$ cat src/rtl/l1_ahb_mtx_in_stg.sv
// Purpose : AHB bus-matrix input stage; decodes each address phase to output port 0/1 and requests it.
// Latency : live issue adds 0 cycles; a blocked transfer is held and issued on the first grant+ready cycle.
// Backpress: wait-states the master (HREADYOUTS=0) while a transfer is held; unmapped -> 2-cycle ERROR.
//
// Ports:
//   HCLK, HRESETn                       clock, async active-low reset
//   HSELS/HADDRS/HTRANSS/HWRITES/...    master-side address phase, HREADYS = bus HREADY
//   HREADYOUTS/HRESPS                   response to master
//   req_port/sel_port                   request / one-hot target per output port
//   HADDRI..HMASTLOCKI                  address phase forwarded to output stages
//   active_port/HREADYM/HRESPM          grant and data-phase response from each output port
module l1_ahb_mtx_in_stg #(
    parameter logic [2:0] P0_REGION = 3'b000,
    parameter logic [2:0] P1_REGION = 3'b001
) (
    input  logic        HCLK,
    input  logic        HRESETn,
    input  logic        HSELS,
    input  logic [31:0] HADDRS,
    input  logic [1:0]  HTRANSS,
    input  logic        HWRITES,
    input  logic [2:0]  HSIZES,
    input  logic [2:0]  HBURSTS,
    input  logic [3:0]  HPROTS,
    input  logic        HMASTLOCKS,
    input  logic        HREADYS,
    output logic        HREADYOUTS,
    output logic        HRESPS,
    output logic [1:0]  req_port,
    output logic [1:0]  sel_port,
    output logic [31:0] HADDRI,
    output logic [1:0]  HTRANSI,
    output logic        HWRITEI,
    output logic [2:0]  HSIZEI,
    output logic [2:0]  HBURSTI,
    output logic [3:0]  HPROTI,
    output logic        HMASTLOCKI,
    input  logic [1:0]  active_port,
    input  logic [1:0]  HREADYM,
    input  logic [1:0]  HRESPM
);

    typedef enum logic [2:0] {
        DPH_NONE,
        DPH_P0,
        DPH_P1,
        DPH_ERR1,
        DPH_ERR2
    } dph_t;

    dph_t        r_dph;
    dph_t        w_dph_nxt;

    logic        r_pend;
    logic        r_tgt;
    logic [31:0] r_addr;
    logic [1:0]  r_trans;
    logic        r_write;
    logic [2:0]  r_size;
    logic [2:0]  r_burst;
    logic [3:0]  r_prot;
    logic        r_lock;

    logic        w_accept;
    logic        w_acc_new;
    logic        w_dec0;
    logic        w_dec1;
    logic        w_mapped;
    logic        w_tgt;
    logic        w_live_issue;
    logic        w_hold;
    logic        w_err_acc;
    logic        w_held_issue;

    assign w_accept  = HSELS & HREADYS & HTRANSS[1];
    // A new accept while a transfer is held is a master protocol violation; it is ignored.
    assign w_acc_new = w_accept & ~r_pend;

    // Port 0 wins if both regions are configured identically.
    assign w_dec0   = (HADDRS[31:29] == P0_REGION);
    assign w_dec1   = ~w_dec0 & (HADDRS[31:29] == P1_REGION);
    assign w_mapped = w_dec0 | w_dec1;
    assign w_tgt    = w_dec1;

    assign w_live_issue = w_acc_new & w_mapped & active_port[w_tgt] & HREADYM[w_tgt];
    assign w_hold       = w_acc_new & w_mapped & ~w_live_issue;
    assign w_err_acc    = w_acc_new & ~w_mapped;
    assign w_held_issue = r_pend & active_port[r_tgt] & HREADYM[r_tgt];

    always_ff @(posedge HCLK or negedge HRESETn) begin
        if (!HRESETn) begin
            r_pend <= 1'b0;
            r_tgt  <= 1'b0;
        end else if (w_held_issue) begin
            r_pend <= 1'b0;
        end else if (w_hold) begin
            r_pend <= 1'b1;
            r_tgt  <= w_tgt;
        end
    end

    always_ff @(posedge HCLK or negedge HRESETn) begin
        if (!HRESETn) begin
            r_addr  <= '0;
            r_trans <= '0;
            r_write <= 1'b0;
            r_size  <= '0;
            r_burst <= '0;
            r_prot  <= '0;
            r_lock  <= 1'b0;
        end else if (w_hold) begin
            r_addr  <= HADDRS;
            r_trans <= HTRANSS;
            r_write <= HWRITES;
            r_size  <= HSIZES;
            r_burst <= HBURSTS;
            r_prot  <= HPROTS;
            r_lock  <= HMASTLOCKS;
        end
    end

    // Output mux: held transfer has priority over the live bus.
    assign HADDRI     = r_pend ? r_addr  : HADDRS;
    assign HTRANSI    = r_pend ? r_trans : HTRANSS;
    assign HWRITEI    = r_pend ? r_write : HWRITES;
    assign HSIZEI     = r_pend ? r_size  : HSIZES;
    assign HBURSTI    = r_pend ? r_burst : HBURSTS;
    assign HPROTI     = r_pend ? r_prot  : HPROTS;
    assign HMASTLOCKI = r_pend ? r_lock  : HMASTLOCKS;

    assign sel_port[0] = r_pend ? ~r_tgt : (HSELS & w_dec0);
    assign sel_port[1] = r_pend ?  r_tgt : (HSELS & w_dec1);
    assign req_port[0] = (r_pend & ~r_tgt) | (w_acc_new & w_dec0);
    assign req_port[1] = (r_pend &  r_tgt) | (w_acc_new & w_dec1);

    always_ff @(posedge HCLK or negedge HRESETn) begin
        if (!HRESETn) begin
            r_dph <= DPH_NONE;
        end else begin
            r_dph <= w_dph_nxt;
        end
    end

    // ERR1 always advances (master is stalled); a held issue advances even though HREADYS is low.
    always_comb begin
        w_dph_nxt = r_dph;
        if (r_dph == DPH_ERR1) begin
            w_dph_nxt = DPH_ERR2;
        end else if (w_held_issue) begin
            w_dph_nxt = r_tgt ? DPH_P1 : DPH_P0;
        end else if (HREADYS) begin
            if (w_live_issue) begin
                w_dph_nxt = w_tgt ? DPH_P1 : DPH_P0;
            end else if (w_err_acc) begin
                w_dph_nxt = DPH_ERR1;
            end else begin
                w_dph_nxt = DPH_NONE;
            end
        end else if (r_dph == DPH_ERR2) begin
            w_dph_nxt = DPH_NONE;
        end
    end

    always_comb begin
        HREADYOUTS = 1'b1;
        HRESPS     = 1'b0;
        if (r_pend) begin
            HREADYOUTS = 1'b0;
            HRESPS     = 1'b0;
        end else begin
            case (r_dph)
                DPH_P0: begin
                    HREADYOUTS = HREADYM[0];
                    HRESPS     = HRESPM[0];
                end
                DPH_P1: begin
                    HREADYOUTS = HREADYM[1];
                    HRESPS     = HRESPM[1];
                end
                DPH_ERR1: begin
                    HREADYOUTS = 1'b0;
                    HRESPS     = 1'b1;
                end
                DPH_ERR2: begin
                    HREADYOUTS = 1'b1;
                    HRESPS     = 1'b1;
                end
                default: begin
                    HREADYOUTS = 1'b1;
                    HRESPS     = 1'b0;
                end
            endcase
        end
    end

endmodule

$ cat config.mk
export PLATFORM = sky130hd
export DESIGN_NAME = l1_ahb_mtx_in_stg
export DESIGN_NICKNAME = d
export VERILOG_FILES = /design/src/rtl/l1_ahb_mtx_in_stg.sv
export SDC_FILE = /design/constraint.sdc
export NUM_CORES = 1
export LEC_CHECK = 0
export ABC_AREA = 1
export CORE_UTILIZATION = 44
export DETAILED_ROUTE_END_ITERATION = 8
export PLACE_DENSITY = 0.81
export SLEW_MARGIN = 0
export SYNTH_ARGS = -nofsm -noshare
export SYNTH_HDL_FRONTEND = slang
export SYNTH_SLANG_ARGS = --single-unit
$ cat constraint.sdc
create_clock -name HCLK -period 2.1 [get_ports HCLK]
set_clock_uncertainty 0.1 [all_clocks]
set_input_delay 0.42 -clock HCLK [delete_from_list [all_inputs] [get_ports HCLK]]
set_output_delay 0.42 -clock HCLK [all_outputs]
set_load 0.02 [all_outputs]
* Word level (Yosys, flattened, before mapping)
Index checks and enable logic that the tools add are counted.
** Word-level totals
- Input port bits :: 56
- Register bits after elaboration :: 51
** Cells by class
- Reduce and logical (&&, ||, !) cells :: 5
- Order comparisons :: 2
- Bitwise logic cells :: 26
- Multiplexer cells :: 31
- Equal/unequal tests :: 5
** Operator list (count)
- two-way mux 32 bit :: 1
- two-way mux 3 bit :: 6
- bitwise AND 1 bit :: 17
- two-way mux 1 bit :: 16
- two-way mux 2 bit :: 5
- equality test 3 x 1 -> 1 bit, second input constant :: 2
- equality test 3 x 2 -> 1 bit, second input constant :: 2
- NOT 1 bit :: 6
- one-hot mux 1 bit (3 select lines) :: 2
- < comparator 1 x 2 -> 1 bit, second input constant :: 2
- two-way mux 4 bit :: 1
- nonzero test 4 bit :: 1
- equality test 3 bit, second input constant :: 1
- logical NOT 3 bit :: 1
- bitwise OR 1 bit :: 3
- AND reduction 2 bit :: 1
- nonzero test 2 bit :: 1
- OR reduction 2 bit :: 1

* Logic depth before layout (Yosys ltp)
Gate-level depths: netlist (run 1).
- Word-level depth :: 11
- Depth in mapped cells :: 10
- Gate-level depth less buffers :: 10

* Worst setup path before layout (run 1)
No wires, ideal clock.
- Path type :: register to output
- From :: register r_pend
- To :: output HBURSTI[0]
- Data required time :: 1.580 ns
- Path buffers :: 3
- Path slack :: 0.322 ns
- Arrival :: 1.258 ns
- Stages on the path, launching flop included :: 6
- Cells stage by stage :: dfrtp_1 > buf_6 > clkbuf_1 > clkbuf_1 > nand2_1 > o21ai_0
** Between the ends
- Longest elaborated chain between the ends :: 1
** RTL lines
- start: declaration :: line 54 : logic r_pend;
- start signal: assignment :: line 92 : r_pend <= 1'b0;
- start signal: assignment :: line 95 : r_pend <= 1'b0;
- start signal: assignment :: line 97 : r_pend <= 1'b1;
- two-way mux 3 bit :: line 127 : assign HBURSTI = r_pend ? r_burst : HBURSTS;
- end: declaration :: line 35 : output logic [2:0] HBURSTI,
No other way between the ends.

* Final worst setup path (run 1)
- From :: register r_pend
- To :: output HTRANSI[0]
** Between the ends
- Longest elaborated chain between the ends :: 1
** RTL lines
- two-way mux 2 bit :: line 124 : assign HTRANSI = r_pend ? r_trans : HTRANSS;
- end: declaration :: line 32 : output logic [1:0] HTRANSI,
No other way between the ends.

==> results of run 1 <==
==> Yosys cell counts, drive strengths merged <==
master / instances
a21oi: 3
a31oi: 2
buf: 9
clkbuf: 11
clkinv: 1
dfrtp: 51
inv: 58
nand2: 117
nand3: 8
nand4: 3
nor2: 13
o2111ai: 2
o21ai: 90
o31ai: 1
or2: 1
==> state kept, by name, summed over array words and instances (netlist names), 2 cells and up <==
register	flops
r_trans	2
r_size	3
r_addr	32
r_burst	3
r_prot	4
r_dph	3
==> cell type report <==
cell class              instances  area (µm²)
multi-input cells             240        1104
flip-flops and latches         51        1277
inverters                      59       222.7
clock buffers                   5       68.82
well taps                      75       93.84
repair buffers                148        1297
fillers                       519        1837
clock inverters                 3       20.02
==> routing by layer <==
metal  global-route usage [%]  routed length (µm)  vias up
met3                    3.068                 358       15
met5                        0                   0        -
li1                         -                   -     1432
met1                    27.61                3048     1244
met2                    40.00                3406      106
met4                    9.286                 131        0
==> cells by family (layout without fill, tap and decap cells) <==
group,count (synthesis),in the layout,share of synthesized area [%]
flops,51,51,47.31
compound gates,98,98,18.65
simple gates,142,142,21.61
buf+inv,79,215,12.43
==> what timing repair did <==
action,CTS,global route
pin swaps,1,0
gates resized for setup,145,39
endpoints found under the setup margin,52,34
cloned,0,1
hold buffers,1,0
endpoints found under the hold margin,4,0
setup buffers,3,1
==> path summary, 6_finish.rpt <==
kind	startpoint	endpoint
hold / removal	HRESETn	r_addr[28]$_DFFE_PN0P_
min in group HCLK	r_lock$_DFFE_PN0P_	r_lock$_DFFE_PN0P_
setup reg to reg	r_pend$_DFFE_PN0P_	r_addr[2]$_DFFE_PN0P_
max in group asynchronous	HRESETn	r_pend$_DFFE_PN0P_
hold reg to reg	r_lock$_DFFE_PN0P_	r_lock$_DFFE_PN0P_
setup / recovery	r_pend$_DFFE_PN0P_	HTRANSI[0]
==> power breakdown <==
part	leakage (nW)	switching, mW	internal, mW
Sequential	0.647	0.235	1.35
Clock	0.0402	0.316	0.232
Combinational	1.41	1.36	0.948
==> reports/summary.txt, run 1 <==
Cts bufs inserted: 5
Final Hold Viols: 0
CP Data Required Time: 1.58 ns
Largest net degree at the start of global routing: 47
Syn_area_per_cell: 7.291 µm²
Hold WC Path Type: primary input to asynchronous set/reset pin
Ant diodes: 0
Yosys reg bits: 51
Synthesized area: 2698 µm²
Vias in the first global route: 2599
HPWL after DPL: 4966 µm
DRC viols: 0
PnR worst setup slack: 0.04111 ns
Area leader, netlist: dfrtp_1
Commonest cells after routing, fill and taps aside: 114 x nand2_1, 72 x o21ai_0, 56 x inv_1
Largest cells by area after synthesis: dfrtp_1 47%, nand2_1 16%, o21ai_0 14%
Final Core Density: 68.98%
Arrival @ worst endpoint: 1.54 ns
Finish-stage setup viols: 0
Initial antenna violation count: 0
Ys Warns: 0
Reg-to-reg slack, setup: 0.32 ns
Setup TNS: 0 ns
MaxCap Viol Count: 0
Clock Latency Late Sink: 0.30 ns
Via density per instance: 4.814
Post-route cell area: 4084 µm²
Pre-CTS setup slack: -0.4574 ns
Synthesized Nets: 426
Final #Nets: 561
# placed instances: 567
Critical path startpoint category: register
DIE WIDTH: 80.30 µm
Worst vdd ir: 0.0005078 V
Clock tree sinks: 51
TritonCTS clock tree: done
Pwr/cell area: 1088 nW/µm²
First-pass GRT wire length: 11250 µm
Initial Utilization: 45.56%
Die footprint: 6448 µm²
Die Ht: 80.30 µm
DRT Pass-1 Iters: 4
Post-Layout Cell Count: 581
Sequential area share after synthesis: 47.31%
Placed inst area: 4059 µm²
Root Driver: clkbuf_8
Layout cells sized above 1: 17.79%
Status: completed
Critical Path Max Stage Delay: 0.46 ns
CP Class: register to output port
Top Ports: 108
CTS Buffer Depth: 2
Achievable Freq: 485.7 MHz
Most common cell after layout, fill and taps aside: nand2_1
Rows: 28
Avg WL per Cell: 11.95 µm
Area Growth Syn to Fin: 51.39%
Final worst-path cycle share: 98.04%
Clk slew on worst S/H paths: 0.09 ns
Min Clock Period, post-route: 2.059 ns
Port bufs: 107
CP cell instances: buf_4 -> clkbuf_16 -> o21ai_0 -> clkdlybuf4s15_2
Yosys top cell area share: 47.31%
WL final: 6945 µm
Final Max Slew Viols: 0
Slew HR: 80.24%
Hold slack final: 0.3637 ns
CP max FO: 23
CTS HTree Levels: 2
Initial drt markers: 121
Syn Inst Count: 370
Power, Total: 4.441 mW
Core area: 5921 µm²
Synth cell types: 23
Gr usage total: 22.62%
Tightest Pin Transition: 0.2965 ns
WP buf/inv: 3
Slowest-stage cell, CP: dfrtp_2
Final ANT Viol Nets: 0
Total congestion overflow: 0
Leakage: 2.102 nW
Worst R2R Path Depth: 9
Critical path depth: 4
Crit end category: output port
DR vias: 2797
RSZ-0062 raised after global routing: true
Gp weighted congestion: 0.9081
Top delay family on crit path: buffers and inverters
Power figures use the tool's default switching activity.
==> run 2, diff against run 1 <==
--- a/config.mk
+++ b/config.mk
@@ -5,7 +5,6 @@
 export SDC_FILE = /design/constraint.sdc
 export NUM_CORES = 1
 export LEC_CHECK = 0
-export ABC_AREA = 1
 export CORE_UTILIZATION = 44
 export DETAILED_ROUTE_END_ITERATION = 8
 export PLACE_DENSITY = 0.81
==> reports/summary.txt, run 2 <==
Status: completed
Synth cell types: 31
Root Driver: clkbuf_8
Initial Utilization: 45.52%
Arrival @ worst endpoint: 2.16 ns
Final Max Slew Viols: 0
Top Registers: r_addr: 32 flops, r_prot: 4 flops
CTS HTree Levels: 2
Gp weighted congestion: 0.8738
# placed instances: 401
Avg WL per Cell: 15.30 µm
Layout cells sized above 1: 53.10%
CP Class: primary input to register
Initial antenna violation count: 0
Register Area: 1277 µm²
CP cell instances: clkdlybuf4s50_1 -> a311o_1 -> or3_4 -> buf_12 -> mux2_4
Rows: 28
Clock Latency Late Sink: 0.29 ns
Achievable Freq: 481.8 MHz
Finish-stage setup viols: 0
FFs w/ async S/R, synth: 100.0%
Die footprint: 6442 µm²
Area leader, netlist: dfrtp_1
Final worst-path cycle share: 98.83%
Cts bufs inserted: 5
Clock tree sinks: 51
Synthesized area: 2695 µm²
Hold slack final: 0.3849 ns
CTS Buffer Depth: 2
# fillers: 467
Multi-input logic area: 1351 µm²
Largest cells by area after synthesis: dfrtp_1 47%, mux2_2 31%, mux2_4 5.6%
Port bufs: 107
MaxCap Viol Count: 0
Initial drt markers: 43
HPWL after DPL: 4634 µm
Top Ports: 108
Yosys top cell area share: 47.35%
Largest net degree at the start of global routing: 36
DRT Pass-1 Iters: 4
TritonCTS clock tree: done
Crit end category: register
Largest register by flop count: r_addr
Leakage: 1.887 nW
Via density per instance: 5.104
Core area: 5921 µm²
Ys Warns: 0
Syn Inst Count: 203
WL final: 6333 µm
Die Ht: 80.27 µm
Slew HR: 72.42%
Critical Path Max Stage Delay: 0.43 ns
Worst vdd ir: 0.0006773 V
Most common cell in the netlist: mux2_2
EDFF count, synth: 0
Main synth FF type: dfrtp_1
DIE WIDTH: 80.27 µm
Yosys reg bits: 51
Final #Nets: 394
Total congestion overflow: 0
Post-Layout Cell Count: 414
Tightest Pin Transition: 0.4137 ns
Gr usage total: 20.69%
DRC viols: 0
DR vias: 2113
CP Data Required Time: 2.19 ns
Hold WC Path Type: register to register
First-pass GRT wire length: 10310 µm
RSZ-0062 raised after global routing: true
Commonest cells after routing, fill and taps aside: 74 x mux2_2, 52 x clkdlybuf4s50_1, 50 x buf_2, 50 x dfrtp_1, 25 x buf_4
Synthesized Nets: 259
Max reg flops: 32
Final ANT Viol Nets: 0
CP max FO: 26
Ant diodes: 0
Pwr/cell area: 1107 nW/µm²
Clk slew on worst S/H paths: 0.09 ns
Slowest-stage cell, CP: clkdlybuf4s50_1
Min Clock Period, post-route: 2.075 ns
Sequential area share after synthesis: 47.35%
Final Hold Viols: 0
Area Growth Syn to Fin: 47.86%
Critical path startpoint category: primary input
Vias in the first global route: 2138
Top post-synthesis cells by count: 74 x mux2_2, 51 x dfrtp_1, 10 x mux2_4
Most common cell after layout, fill and taps aside: mux2_2
Syn_area_per_cell: 13.28 µm²
run 2: cell types whose count changed in the layout (fill, tap and decap cells not counted), moves of 5 or more:
| cell | change |
|---|---|
| buf_4 | -11 |
| nand3_1 | -7 |
| o21ai_1 | -18 |
| clkdlybuf4s15_1 | -7 |
| mux2_2 | +74 |
| nand2_1 | -106 |
| mux2_4 | +10 |
| nand2b_1 | +5 |
| nor2_1 | -6 |
| dlygate4sd2_1 | -13 |
| inv_1 | -53 |
| buf_2 | +26 |
| o21ai_0 | -67 |
run 2: kinds of logic after synthesis:
logic type             Yosys count  synth area share (%)
muxes                           88                 38.16
DFF                             51                 47.35
and+or+nand+nor                 28                 5.989
AOI/OAI and AO/OA               20                 5.339
buffers and inverters           16                 3.157
run 2: layout make-up:
| cell class | count | area share [%] |
|---|---|---|
| clock buffers | 8 | 2.512 |
| multi-input cells | 136 | 33.91 |
| flip-flops and latches | 51 | 32.06 |
| inverters | 3 | 0.2826 |
| repair buffers | 141 | 28.89 |
| well taps | 75 | 2.355 |
run 2: worst paths after layout:
kind	from	to	slack, ns	cells after the start
max	active_port[1]	r_size[1]$_DFFE_PN0P_	0.02	5
min	r_trans[1]$_DFFE_PN0P_	r_trans[1]$_DFFE_PN0P_	0.38	1
max reg2reg	r_pend$_DFFE_PN0P_	r_size[1]$_DFFE_PN0P_	0.09	5
max in group asynchronous	HRESETn	r_pend$_DFFE_PN0P_	0.88	3
min in group asynchronous	HRESETn	r_addr[9]$_DFFE_PN0P_	0.48	2
min reg2reg	r_trans[1]$_DFFE_PN0P_	r_trans[1]$_DFFE_PN0P_	0.38	1
run 2: power by group:
part           leakage [nW]  internal [mW]  total, mW  switching [mW]
logic                  1.19           1.24       2.35            1.11
registers             0.644           1.29       1.45           0.163
clock network        0.0515          0.301      0.608           0.307
run 2: per-stage QoR:
stage / area, µm² / power (mW) / util (%) / setup TNS [ns] / setup WS (ns)
6_report: 3985 / 4.412 / 67.31 / 0 / 0.02462
3_3_place_gp: 4076 / 4.056 / 68.85 / -23.37 / -0.4259
5_1_grt: 3985 / 4.675 / 67.31 / -0.007463 / -0.004475
4_1_cts: 4198 / 4.632 / 70.90 / 0 / 0.0006910
2_1_floorplan: 2695 / 2.902 / - / 0 / 0.1299
3_5_place_dp: 4076 / 4.104 / 68.85 / -24.27 / -0.4345
run 2: per-layer routing:
layer / share of wire, % / track usage, %
met5: 0 / 0
met2: 51 / 35.64
met1: 43 / 26.64
met3: 5.8 / 4.545
met4: 0.49 / 4.286
run 2: worst max-delay path: cells and delay by family:
family	cells	cell delay, ns
AOI/OAI and AO/OA	1	0.39
buffers and inverters	2	0.61
muxes	1	0.30
and+or+nand+nor	1	0.42
run 2: timing repair:
item                                    4_1_cts  5_1_grt
hold buffers                                  1        0
endpoints found under the setup margin       94       44
buffers inserted                              4        0
gates resized for setup                     173       38
pin swaps                                     0        1
endpoints found under the hold margin        16        0
==> run 3, diff against run 2 <==
--- a/config.mk
+++ b/config.mk
@@ -5,9 +5,10 @@
 export SDC_FILE = /design/constraint.sdc
 export NUM_CORES = 1
 export LEC_CHECK = 0
-export CORE_UTILIZATION = 44
+export CORE_UTILIZATION = 39
 export DETAILED_ROUTE_END_ITERATION = 8
-export PLACE_DENSITY = 0.81
+export PLACE_DENSITY = 0.76
+export RECOVER_POWER = 100
 export SLEW_MARGIN = 0
 export SYNTH_ARGS = -nofsm -noshare
 export SYNTH_HDL_FRONTEND = slang
==> constraint.sdc (replaced) <==
create_clock -name HCLK -period 1.85 [get_ports HCLK]
set_clock_uncertainty 0.1 [all_clocks]
set_input_delay 0.37 -clock HCLK [delete_from_list [all_inputs] [get_ports HCLK]]
set_output_delay 0.37 -clock HCLK [all_outputs]
set_load 0.02 [all_outputs]
==> reports/summary.txt, run 3 (synthesis results as in run 2) <==
Commonest cells after routing, fill and taps aside: 57 x mux2_2, 50 x dfrtp_1, 49 x clkdlybuf4s50_1
CP max FO: 23
Arrival @ worst endpoint: 2.21 ns
Cts bufs inserted: 5
Final Max Slew Viols: 0
Rows: 29
CP Class: register to register
Status: complete, but fails checks
Placed inst area: 4023 µm²
MaxCap Viol Count: 0
Final ANT Viol Nets: 0
Post-route cell area: 4380 µm²
Die Ht: 85.13 µm
Largest net degree at the start of global routing: 32
Clk slew on worst S/H paths: 0.10 ns
DIE WIDTH: 85.13 µm
DRT Pass-1 Iters: 4
TritonCTS clock tree: done
Max reg flops: 32
CTS Buffer Depth: 2
Layout cells sized above 1: 57.02%
Ant diodes: 0
Port bufs: 107
Crit end category: register
Initial Utilization: 41.49%
WL final: 7116 µm
Pwr/cell area: 1383 nW/µm²
Final worst-path cycle share: 114.5%
Vias in the first global route: 2274
Die footprint: 7247 µm²
Clock Latency Late Sink: 0.30 ns
Hold WC Path Type: register to register
Initial antenna violation count: 1
Largest register by flop count: r_addr
Failing checks: setup timing
HPWL after DPL: 4584 µm
Root Driver: clkbuf_8
Gr usage total: 19.52%
First-pass GRT wire length: 11300 µm
Most common cell after layout, fill and taps aside: mux2_2
Top Registers: r_addr: 32 flops, r_prot: 4 flops
Core area: 6495 µm²
Final #Nets: 397
Initial drt markers: 63
PnR worst setup slack: -0.2688 ns
Finish-stage setup viols: 98
Critical path startpoint category: register
Area Growth Syn to Fin: 62.53%
RSZ-0062 raised after global routing: true
Final Hold Viols: 0
Worst vdd ir: 0.0007677 V
Min Clock Period, post-route: 2.119 ns
Leakage: 2.077 nW
DRC viols: 0
Achievable Freq: 472.0 MHz
CP Data Required Time: 1.94 ns
Gp weighted congestion: 0.8376
Top Ports: 108
Via density per instance: 5.246
Total congestion overflow: 0
CTS HTree Levels: 2
Reg-to-reg slack, setup: -0.27 ns
DR vias: 2198
Tightest Pin Transition: 0.5292 ns
Clock tree sinks: 51
Slew HR: 64.72%
Avg WL per Cell: 16.98 µm
Setup TNS: -16.20 ns
[run 3: final cells by class]
class,instances,area [µm²]
clock inverters,3,67.56
fillers,500,2115
repair buffers,144,1401
flip-flops and latches,51,1277
clock buffers,5,68.82
well taps,77,96.34
multi-input cells,136,1458
inverters,3,11.26
[run 3: final timing paths]
path                                       from               endpoint  cells after the start
max                          r_pend$_DFFE_PN0P_  r_addr[4]$_DFFE_PN0P_                      6
min                        r_dph[2]$_DFFE_PN0P_   r_dph[2]$_DFFE_PN0P_                      1
max reg2reg                  r_pend$_DFFE_PN0P_  r_addr[4]$_DFFE_PN0P_                      6
min reg2reg                r_dph[2]$_DFFE_PN0P_   r_dph[2]$_DFFE_PN0P_                      1
max in group asynchronous               HRESETn     r_pend$_DFFE_PN0P_                      3
min in group asynchronous               HRESETn  r_size[2]$_DFFE_PN0P_                      2
[run 3: layer usage]
| layer | vias up | part of all wire (%) | global-route usage, % |
|---|---|---|---|
| li1 | 1023 | - | - |
| met1 | 1091 | 43 | 24.86 |
| met2 | 73 | 50 | 33.06 |
| met3 | 9 | 6.5 | 5.253 |
| met4 | 2 | 0.98 | 4.777 |
| met5 | - | 0.17 | 0 |
[run 3: worst max-delay path: stages, from the launching register on]
cell	delay, ns
dfrtp_2	0.46
buf_6	0.14
nand4b_1	0.20
buf_4	0.18
or3_4	0.42
buf_12	0.18
mux2_4	0.31
[run 3: metrics by stage]
stage	power [mW]	hold WS (ns)	utilization [%]	instances	setup WS, ns
2_1_floorplan	3.328	-0.02559	-	203	-0.01633
3_3_place_gp	4.539	0.2578	61.93	397	-0.6251
3_5_place_dp	4.582	0.2699	61.93	397	-0.6482
4_1_cts	5.776	0.3798	64.92	416	-0.2140
5_1_grt	6.359	0.4252	67.44	419	-0.2928
6_report	6.057	0.4097	67.44	419	-0.2688
[run 3: timing repair]
action                     CTS  global route
gates cloned                 2             1
gates resized for setup    276            42
pin swaps                    3             3
hold endpoints to repair    20             0
setup endpoints to repair   98           103
setup buffers                8             4
hold buffers                 1             0
[run 3: power by group]
part / switching [mW] / internal, mW / total (mW)
combinational: 1.44 / 2.01 / 3.46
clock: 0.386 / 0.539 / 0.925
sequential: 0.209 / 1.46 / 1.67
total: 2.04 / 4.02 / 6.06
